--- src/rtl/fpnew_pkg.sv ---
// Shared types and helpers for the fpnew shared-lane arbitration wrappers.
package fpnew_pkg;

  typedef enum logic [1:0] {
    IDLE,
    ISSUE,
    WAIT,
    RESP
  } arb_state_e;

  // Index width that stays at least one bit wide for single-requester builds.
  function automatic int unsigned idx_width(input int unsigned n);
    return (n > 1) ? $clog2(n) : 1;
  endfunction

endpackage

--- src/rtl/fpnew_fsm_share_arb_rr_pick.sv ---
// Round-robin pick: first valid index scanning upward from ptr_i with wrap-around.
module fpnew_rr_pick
  import fpnew_pkg::*;
#(
  parameter int unsigned NumReq = 2
) (
  input  logic [NumReq-1:0]            valid_i,
  input  logic [idx_width(NumReq)-1:0] ptr_i,
  output logic                         any_valid_o,
  output logic [idx_width(NumReq)-1:0] winner_o
);

  localparam int unsigned IdxW = idx_width(NumReq);

  int unsigned idx;

  always_comb begin
    any_valid_o = 1'b0;
    winner_o    = '0;
    idx         = 0;
    for (int unsigned i = 0; i < NumReq; i++) begin
      idx = 32'(ptr_i) + i;
      if (idx >= NumReq) idx = idx - NumReq;
      if (!any_valid_o && valid_i[idx[IdxW-1:0]]) begin
        any_valid_o = 1'b1;
        winner_o    = IdxW'(idx);
      end
    end
  end

endmodule

--- src/rtl/fpnew_fsm_share_arb.sv ---
// Round-robin arbiter sharing one iterative unit among NumReq requesters.
// Optional per-requester grant counters: define FPNEW_ARB_GRANT_CNT_EN.
module fpnew_fsm_share_arb
  import fpnew_pkg::*;
#(
  parameter int unsigned NumReq       = 2,
  parameter int unsigned PayloadWidth = 64,
  parameter int unsigned ResultWidth  = 37,
  parameter int unsigned TagWidth     = 4,
  parameter int unsigned CntWidth     = 16
) (
  input  logic                           clk_i,
  input  logic                           rst_i,
  input  logic [NumReq-1:0]              req_valid_i,
  output logic [NumReq-1:0]              req_ready_o,
  input  logic [NumReq*PayloadWidth-1:0] req_data_i,
  input  logic [NumReq*TagWidth-1:0]     req_tag_i,
  output logic                           unit_valid_o,
  input  logic                           unit_ready_i,
  output logic [PayloadWidth-1:0]        unit_data_o,
  input  logic                           unit_valid_i,
  output logic                           unit_ready_o,
  input  logic [ResultWidth-1:0]         unit_result_i,
  output logic [NumReq-1:0]              rsp_valid_o,
  input  logic [NumReq-1:0]              rsp_ready_i,
  output logic [ResultWidth-1:0]         rsp_result_o,
  output logic [TagWidth-1:0]            rsp_tag_o,
  input  logic                           flush_i,
  output logic                           busy_o,
  output logic [idx_width(NumReq)-1:0]   owner_o,
  output logic [NumReq*CntWidth-1:0]     grant_cnt_o
);

  localparam int unsigned IdxW = idx_width(NumReq);

  arb_state_e              state_q, state_d;
  logic [IdxW-1:0]         ptr_q, owner_q;
  logic [PayloadWidth-1:0] data_q;
  logic [TagWidth-1:0]     tag_q;
  logic [ResultWidth-1:0]  result_q;

  logic                    any_valid;
  logic [IdxW-1:0]         winner, ptr_nxt;
  logic                    accept, capture, abort;
  logic [PayloadWidth-1:0] sel_data;
  logic [TagWidth-1:0]     sel_tag;

  fpnew_rr_pick #(
    .NumReq (NumReq)
  ) i_rr_pick (
    .valid_i     (req_valid_i),
    .ptr_i       (ptr_q),
    .any_valid_o (any_valid),
    .winner_o    (winner)
  );

  always_comb begin
    sel_data = '0;
    sel_tag  = '0;
    for (int unsigned i = 0; i < NumReq; i++) begin
      if (winner == IdxW'(i)) begin
        sel_data = req_data_i[i*PayloadWidth +: PayloadWidth];
        sel_tag  = req_tag_i[i*TagWidth +: TagWidth];
      end
    end
  end

  // Explicit wrap keeps the pointer in range for non-power-of-two NumReq.
  assign ptr_nxt = (winner == IdxW'(NumReq - 1)) ? '0 : winner + 1'b1;

  assign abort = flush_i | rst_i;

  always_comb begin
    state_d      = state_q;
    req_ready_o  = '0;
    unit_valid_o = 1'b0;
    unit_ready_o = 1'b0;
    rsp_valid_o  = '0;
    accept       = 1'b0;
    capture      = 1'b0;
    unique case (state_q)
      IDLE: begin
        if (any_valid && !abort) begin
          req_ready_o[winner] = 1'b1;
          accept              = 1'b1;
          state_d             = ISSUE;
        end
      end
      ISSUE: begin
        unit_valid_o = !abort;
        if (unit_ready_i) state_d = WAIT;
      end
      WAIT: begin
        unit_ready_o = !abort;
        if (unit_valid_i && !abort) begin
          capture = 1'b1;
          state_d = RESP;
        end
      end
      RESP: begin
        rsp_valid_o[owner_q] = !abort;
        if (rsp_ready_i[owner_q]) state_d = IDLE;
      end
      default: state_d = IDLE;
    endcase
    if (flush_i) state_d = IDLE;
  end

  always_ff @(posedge clk_i) begin
    if (rst_i) begin
      state_q  <= IDLE;
      ptr_q    <= '0;
      owner_q  <= '0;
      data_q   <= '0;
      tag_q    <= '0;
      result_q <= '0;
    end else begin
      state_q <= state_d;
      if (accept) begin
        data_q  <= sel_data;
        tag_q   <= sel_tag;
        owner_q <= winner;
        ptr_q   <= ptr_nxt;
      end
      if (capture) result_q <= unit_result_i;
    end
  end

  assign unit_data_o  = data_q;
  assign rsp_result_o = result_q;
  assign rsp_tag_o    = tag_q;
  assign busy_o       = (state_q != IDLE);
  assign owner_o      = owner_q;

`ifdef FPNEW_ARB_GRANT_CNT_EN
  logic [NumReq-1:0][CntWidth-1:0] cnt_q;

  always_ff @(posedge clk_i) begin
    if (rst_i) begin
      cnt_q <= '0;
    end else begin
      for (int unsigned i = 0; i < NumReq; i++) begin
        if (accept && (winner == IdxW'(i)) && (cnt_q[i] != '1)) begin
          cnt_q[i] <= cnt_q[i] + 1'b1;
        end
      end
    end
  end

  assign grant_cnt_o = cnt_q;
`else
  assign grant_cnt_o = '0;
`endif

  a_unit_data_stable : assert property (@(posedge clk_i) disable iff (rst_i)
    (unit_valid_o && !unit_ready_i) |=> $stable(unit_data_o));
  a_rsp_onehot : assert property (@(posedge clk_i) disable iff (rst_i)
    $onehot0(rsp_valid_o));
  a_req_onehot : assert property (@(posedge clk_i) disable iff (rst_i)
    $onehot0(req_ready_o));

endmodule

--- config.mk ---
export PLATFORM = sky130hd
export DESIGN_NAME = fpnew_fsm_share_arb
export DESIGN_NICKNAME = d
export VERILOG_FILES = /design/src/rtl/fpnew_pkg.sv /design/src/rtl/fpnew_fsm_share_arb_rr_pick.sv /design/src/rtl/fpnew_fsm_share_arb.sv
export SDC_FILE = /design/constraint.sdc
export NUM_CORES = 1
export LEC_CHECK = 0
export CAP_MARGIN = 10
export CORE_MARGIN = 5
export CORE_UTILIZATION = 37
export CTS_CLUSTER_SIZE = 40
export DETAILED_ROUTE_END_ITERATION = 16
export PLACE_DENSITY = 0.8
export SETUP_SLACK_MARGIN = 0.02
export SLEW_MARGIN = 20
export SYNTH_ARGS = -nofsm -noshare
export SYNTH_HDL_FRONTEND = slang
export SYNTH_HIERARCHICAL = 1
export SYNTH_SLANG_ARGS = --single-unit
--- constraint.sdc ---
create_clock -name clk_i -period 2.28 [get_ports clk_i]
set_clock_uncertainty 0.15 [all_clocks]
set_input_delay 0.228 -clock clk_i [delete_from_list [all_inputs] [get_ports clk_i]]
set_output_delay 0.228 -clock clk_i [all_outputs]
set_load 0.05 [all_outputs]
== Yosys cells after proc, flatten, opt, wreduce, memory -nomap -nowiden ==
Cells that the tools add are included.

* Add/sub/neg operators: 4
* $lt $le $gt $ge: 8
* Equal/unequal tests: 7
* Mux-type cells: 33
* Bitwise logic cells: 2
* Reduce and logical (&&, ||, !) cells: 11

{| class="wikitable"
|+ Operator list
! operator !! count
|-
| two-way mux 64 bit || 1
|-
| two-way mux 1 bit || 21
|-
| two-way mux 2 bit || 7
|-
| less-than comparator 1 x 2 -> 1 bit (second input constant) || 4
|-
| inequality test 2 bit (second input constant) || 4
|-
| one-hot mux 2 bit (4 select lines) || 1
|-
| logical AND 1 bit || 5
|-
| == test 2 bit (second input constant) || 2
|-
| two-way mux 4 bit || 1
|-
| AND reduction 4 bit || 1
|-
| adder 1 x 1 -> 2 bit (second input constant) || 1
|-
| bitwise AND 2 bit || 1
|-
| demux 1 bit (select 1 bit) || 2
|-
| == test 2 x 1 -> 1 bit (second input constant) || 1
|-
| greater-or-equal comparator 1 bit (second input constant) || 2
|-
| greater-or-equal comparator 1 x 2 -> 1 bit (second input constant) || 1
|-
| greater-or-equal comparator 2 bit (second input constant) || 1
|-
| zero test 1 bit || 2
|-
| zero test 2 bit || 1
|-
| nonzero test 2 bit || 1
|-
| OR reduction 2 bit || 1
|-
| subtractor 1 bit (second input constant) || 2
|-
| adder 1 bit (second input constant) || 1
|-
| OR 1 bit || 1
|}

* Flip-flop bits (word level): 109
* Bits of input ports: 182
* Output and inout bits: 145

== Logic depth before layout (Yosys ltp) ==
* Depth after elaboration: 14
* Depth in mapped cells: 7
* Gate-level depth less buffers: 5

== Modules after synthesis ==
The synthesis kept the hierarchy.

{| class="wikitable"
|+ Modules (own cells, without submodules)
! module !! times used !! cells each !! area each (um^2) !! sequential area each (um^2)
|-
| fpnew_fsm_share_arb || 1 || 536 || 5186.2 || 2182.1
|-
| fpnew_rr_pick || 1 || 3 || 17.5 || 0.0
|}

== Worst setup path before layout ==
No wires, ideal clock.

* Kind: register -> output
* From: register ptr_q
* To: output req_ready_o[1]
* Data arrival time: 1574 ps
* Data required time: 1902 ps
* Slack: 328 ps
* Cell stages (with the launch flop): 7
* Cells stage by stage: dfxtp_1 -> inv_1 -> a21boi_1 -> buf_2 -> buf_2 -> inv_1 -> nor2_1

* Word-level cells in the longest chain between the ends: 14
* Elaborated cells on any way between the ends: 25

{| class="wikitable"
|+ RTL lines
! element !! line !! source
|-
| start, declared || fpnew_fsm_share_arb.sv:37 || <nowiki>logic [IdxW-1:0] ptr_q, owner_q;</nowiki>
|-
| start signal, assigned || fpnew_fsm_share_arb.sv:123 || <nowiki>ptr_q <= ptr_nxt;</nowiki>
|-
| greater-or-equal comparator 1 x 2 -> 1 bit / subtractor 1 bit (equally long branches) || fpnew_fsm_share_arb_rr_pick.sv:23 || <nowiki>if (idx >= NumReq) idx = idx - NumReq;</nowiki>
|-
| two-way mux 1 bit || fpnew_fsm_share_arb_rr_pick.sv:23 ||
|-
| two-way mux 1 bit (not written as such) (2 in series) || fpnew_fsm_share_arb_rr_pick.sv:24 || <nowiki>if (!any_valid_o && valid_i[idx[IdxW-1:0]]) begin</nowiki>
|-
| two-way mux 1 bit || fpnew_fsm_share_arb_rr_pick.sv:24 ||
|-
| zero test 1 bit || fpnew_fsm_share_arb_rr_pick.sv:24 ||
|-
| logical AND 1 bit || fpnew_fsm_share_arb_rr_pick.sv:24 ||
|-
| two-way mux 1 bit * || fpnew_fsm_share_arb_rr_pick.sv:24 ||
|-
| net winner || fpnew_fsm_share_arb.sv:43 || <nowiki>logic [IdxW-1:0] winner, ptr_nxt;</nowiki>
|-
| less-than comparator 1 x 2 -> 1 bit (not written as such) / greater-or-equal comparator 1 bit (equally long branches) || fpnew_fsm_share_arb.sv:84 || <nowiki>req_ready_o[winner] = 1'b1;</nowiki>
|-
| logical AND 1 bit (not written as such) || fpnew_fsm_share_arb.sv:84 ||
|-
| two-way mux 1 bit (not written as such) || fpnew_fsm_share_arb.sv:84 ||
|-
| demux 1 bit (select 1 bit) * || fpnew_fsm_share_arb.sv:84 ||
|-
| two-way mux 2 bit * || fpnew_fsm_share_arb.sv:83 || <nowiki>if (any_valid && !abort) begin</nowiki>
|-
| two-way mux 2 bit * || fpnew_fsm_share_arb.sv:81 || <nowiki>unique case (state_q)</nowiki>
|-
| end, declared || fpnew_fsm_share_arb.sv:15 || <nowiki>output logic [NumReq-1:0] req_ready_o,</nowiki>
|}

Mark *: on every way through the listed nets, which the timed path passes. The rest lies on a longest branch. The select of a mux whose other input is x is not followed.

== Final worst setup path ==
Ends and elaborated chain as after synthesis.

==> summary.md <==
| Metric | Value |
|---|---|
| Run status | complete, no violations |
| Syn Inst Count | 539 |
| Post-synthesis compound-gate area fraction | 0.199 |
| Final Net Count | 1002 |
| Pleak | 3.02 nW |
| Total power | 5.07 mW |
| Worst-Skew Late Latency | 340 ps |
| DRC | 0 |
| Die height | 129 µm |
| Largest delay contributor family on the critical path | buffers and inverters |
| Routability cong. | around 0.76 |
| Die width | 129 µm |
| Port Buffers | 294 |
| Critical Path Max Stage Delay | 340 ps |
| GR Util All Layers | 0.181 |
| Initial DRC count | 153 |
| Routed Antenna Nets | 0 |
| Synth unique cells | 25 |
| Largest net degree at the start of global routing | 75 |
| Count of final setup violators | 0 |
| Via density | 4.63 |
| Register area share after synthesis | 0.419 |
| Num ports | 327 |
| CORE AREA | 0.0138 mm² |
| Buffers & Inverters on Critical Path | 4 |
| GRT overflow | 0 |
| Yosys warning count | 6 |
| Max Clock Freq | 493 MHz |
| H-tree levels | 3 |
| Starting Density | 0.376 |
| Syn_area_per_cell | 9.65 µm² |
| Worst hold path class | in2reg |
| Largest family of logic cells by synthesized area | compound AO/OA/AOI/OAI gates |
| PnR worst setup slack | about 250 ps |
| Fillers | 1173 |
| Post-synth design cell area | roughly 0.0052 mm² |
| Setup TNS | 0 ps |
| DRT Pass-1 Iters | 4 |
| CTS tree | built |
| Final period utilization | 0.890 |
| CTS Buf Count | 9 |
| Pins over their slew limit | 0 |
| Initial antenna violation count | 0 |
| #FFs+latches synth | 109 |
| Critical Path RT | 1900 ps |
| Critical Path End Type | primary output |
| Multiplexer area fraction after synthesis | 0.140 |
| First-pass GRT wire length | 23.6 mm |
| CTS root buf | clkbuf_16 |
| XOR/XNOR share of the synthesized area | 0 |
| Clk slew on worst S/H paths | 70 ps |
| Setup crit start kind | flip-flop |
| DR WL/cell | about 16 µm |
| Num Clock Sinks | 109 |
| Synthesized-area fraction occupied by adder cells | 0.0120 |
| Max IR drop VDD | around 0.55 mV |
| RSZ-0062 raised after global routing | false |
| Simple-gate share of the synthesized area | 0.126 |
| Worst path cell trace | inv_1 -> a21boi_4 -> buf_12 -> inv_1 -> nor2_1 -> buf_12 |
| Tightest Pin Transition | between 700 and 800 ps |
| Period minus WS final | 2030 ps |
| Area occupied by multi-input gates | 0.00262 mm² |
| Syn-to-layout area delta | 63.5% |
| Die area | 0.0165 mm² |
| Reg area | 0.00218 mm² |
| Critical path type | reg2out |
| Total number of vias | 4623 |
| Count of final hold-check violations | 0 |
| Detailed placement HPWL | 12.1 mm |
| Post-detailed-routing wire length | between 15 and 20 mm |
| Dpl ws | between 150 and 200 ps |
| CTS Buffer Depth | 2 |
| Vias in the first global route | 4584 |
| Max Cap Violations | 0 |
| Largest fanout on the critical path | 23 |
| Arr. time, crit path | 1650 ps |
| Layout cells sized above 1 | 0.122 |
| PwrDens | 596 mW/mm² |
| Max-Slew Margin vs Limit | 0.509 |
| Slowest-stage cell, CP | dfxtp_1 |
| FP Rows | 43 |
| Number of diodes | 0 |
## cell families (layout without fill, tap and decap cells)
group                      count (synthesis)  after routing
and+or+nand+nor                          163            163
AOI/OAI and AO/OA                        108            108
muxes                                     73             73
adders and majority gates                  5              5
other                                      1             32
buffers and inverters                     80            329
DFF                                      109            109
## metal layers
layer	vias to the layer above	routed length, µm	track usage
li1	2333	-	-
met1	2094	6030	0.202
met2	167	7930	0.325
met3	29	1250	0.0540
met4	0	417	0.0636
met5	-	0	0
## cell usage in the layout, fill, tap and decap left out, drive strengths merged, types with 5 or more instances in the layout
cell,count
nor2,74
inv,6
conb,32
mux2i,73
clkdlybuf4s50,286
clkbuf,9
dfxtp,109
nand2,78
a21oi,37
a211oi,68
ha,5
buf,22
## synth_stat cells
cell | count | area [µm²]
a2111oi_4 | 1 | 27.5
buf_6 | 8 | 90.1
nand3_1 | 1 | 5.00
nor2b_1 | 3 | 18.8
buf_4 | 42 | 315
ha_1 | 5 | 62.6
nand4bb_1 | 1 | 11.3
nor2_1 | 74 | 278
clkbuf_1 | 9 | 33.8
a211oi_2 | 60 | 751
a211oi_1 | 8 | 60.1
dfxtp_1 | 109 | 2180
nand2_1 | 78 | 293
o21ai_0 | 1 | 5.00
mux2i_1 | 73 | 731
buf_2 | 12 | 60.1
and4bb_1 | 2 | 25.0
buf_1 | 4 | 15.0
conb_1 | 1 | 3.75
and3_1 | 1 | 6.26
a21oi_1 | 37 | 185
a21boi_1 | 1 | 7.51
inv_1 | 5 | 18.8
and2_1 | 2 | 12.5
or2_1 | 1 | 6.26
## report_power, final
part | total [mW] | leakage (nW) | internal, mW | switching [mW]
sequential | 2.05 | 0.888 | 2.00 | 0.0491
combinational | 1.47 | 2.00 | 0.631 | 0.838
clock | 1.56 | 0.138 | 0.847 | 0.711
## cell type report
type | instances | area share
well taps | 180 | 0.0265
multi-input cells | 381 | 0.308
inverters | 5 | 0.00221
repair buffers | 309 | 0.373
clock buffers | 9 | 0.0265
flip-flops and latches | 109 | 0.256
clock inverters | 6 | 0.00750
## worst paths after layout
kind | startpoint | end | slack [ps] | depth (start not counted)
min reg2reg | rsp_result_o[28]$_SDFFE_PP0P_ | rsp_result_o[28]$_SDFFE_PP0P_ | 300 | 2
max | ptr_q$_SDFFE_PP0P_ | req_ready_o[1] | 250 | 6
min | unit_result_i[22] | rsp_result_o[22]$_SDFFE_PP0P_ | 280 | 3
max reg2reg | state_q[0]$_SDFFE_PN0P_ | unit_data_o[52]$_SDFFE_PP0P_ | 340 | 6
## through the flow
stage | utilization | hold WS (ps) | instance area [µm²] | cells
final | 0.616 | 275 | 8510 | 999
after global routing | 0.616 | 267 | 8510 | 999
after global placement | 0.594 | 291 | 8210 | 983
after CTS | 0.616 | 257 | 8510 | 999
after detailed placement | 0.594 | 295 | 8210 | 983
after floorplan | - | 214 | 5320 | 570
## timing repair
item | CTS | global route
setup buffers | 0 | 0
hold endpoints to repair | 3 | 0
resized for setup | 0 | 0
hold buffers | 1 | 0
## sequential cells by signal (all words and copies together), names as in the netlist
signal	count
ptr_q	1
rsp_tag_o	4
rsp_result_o	37
state_q	2
unit_data_o	64
owner_o	1
## worst min-delay path, stage by stage
cell	delay (ps)
clkdlybuf4s50_1	400
nand2_1	50
a21oi_1	50
No activity file was read; power rests on OpenSTA's default activity.
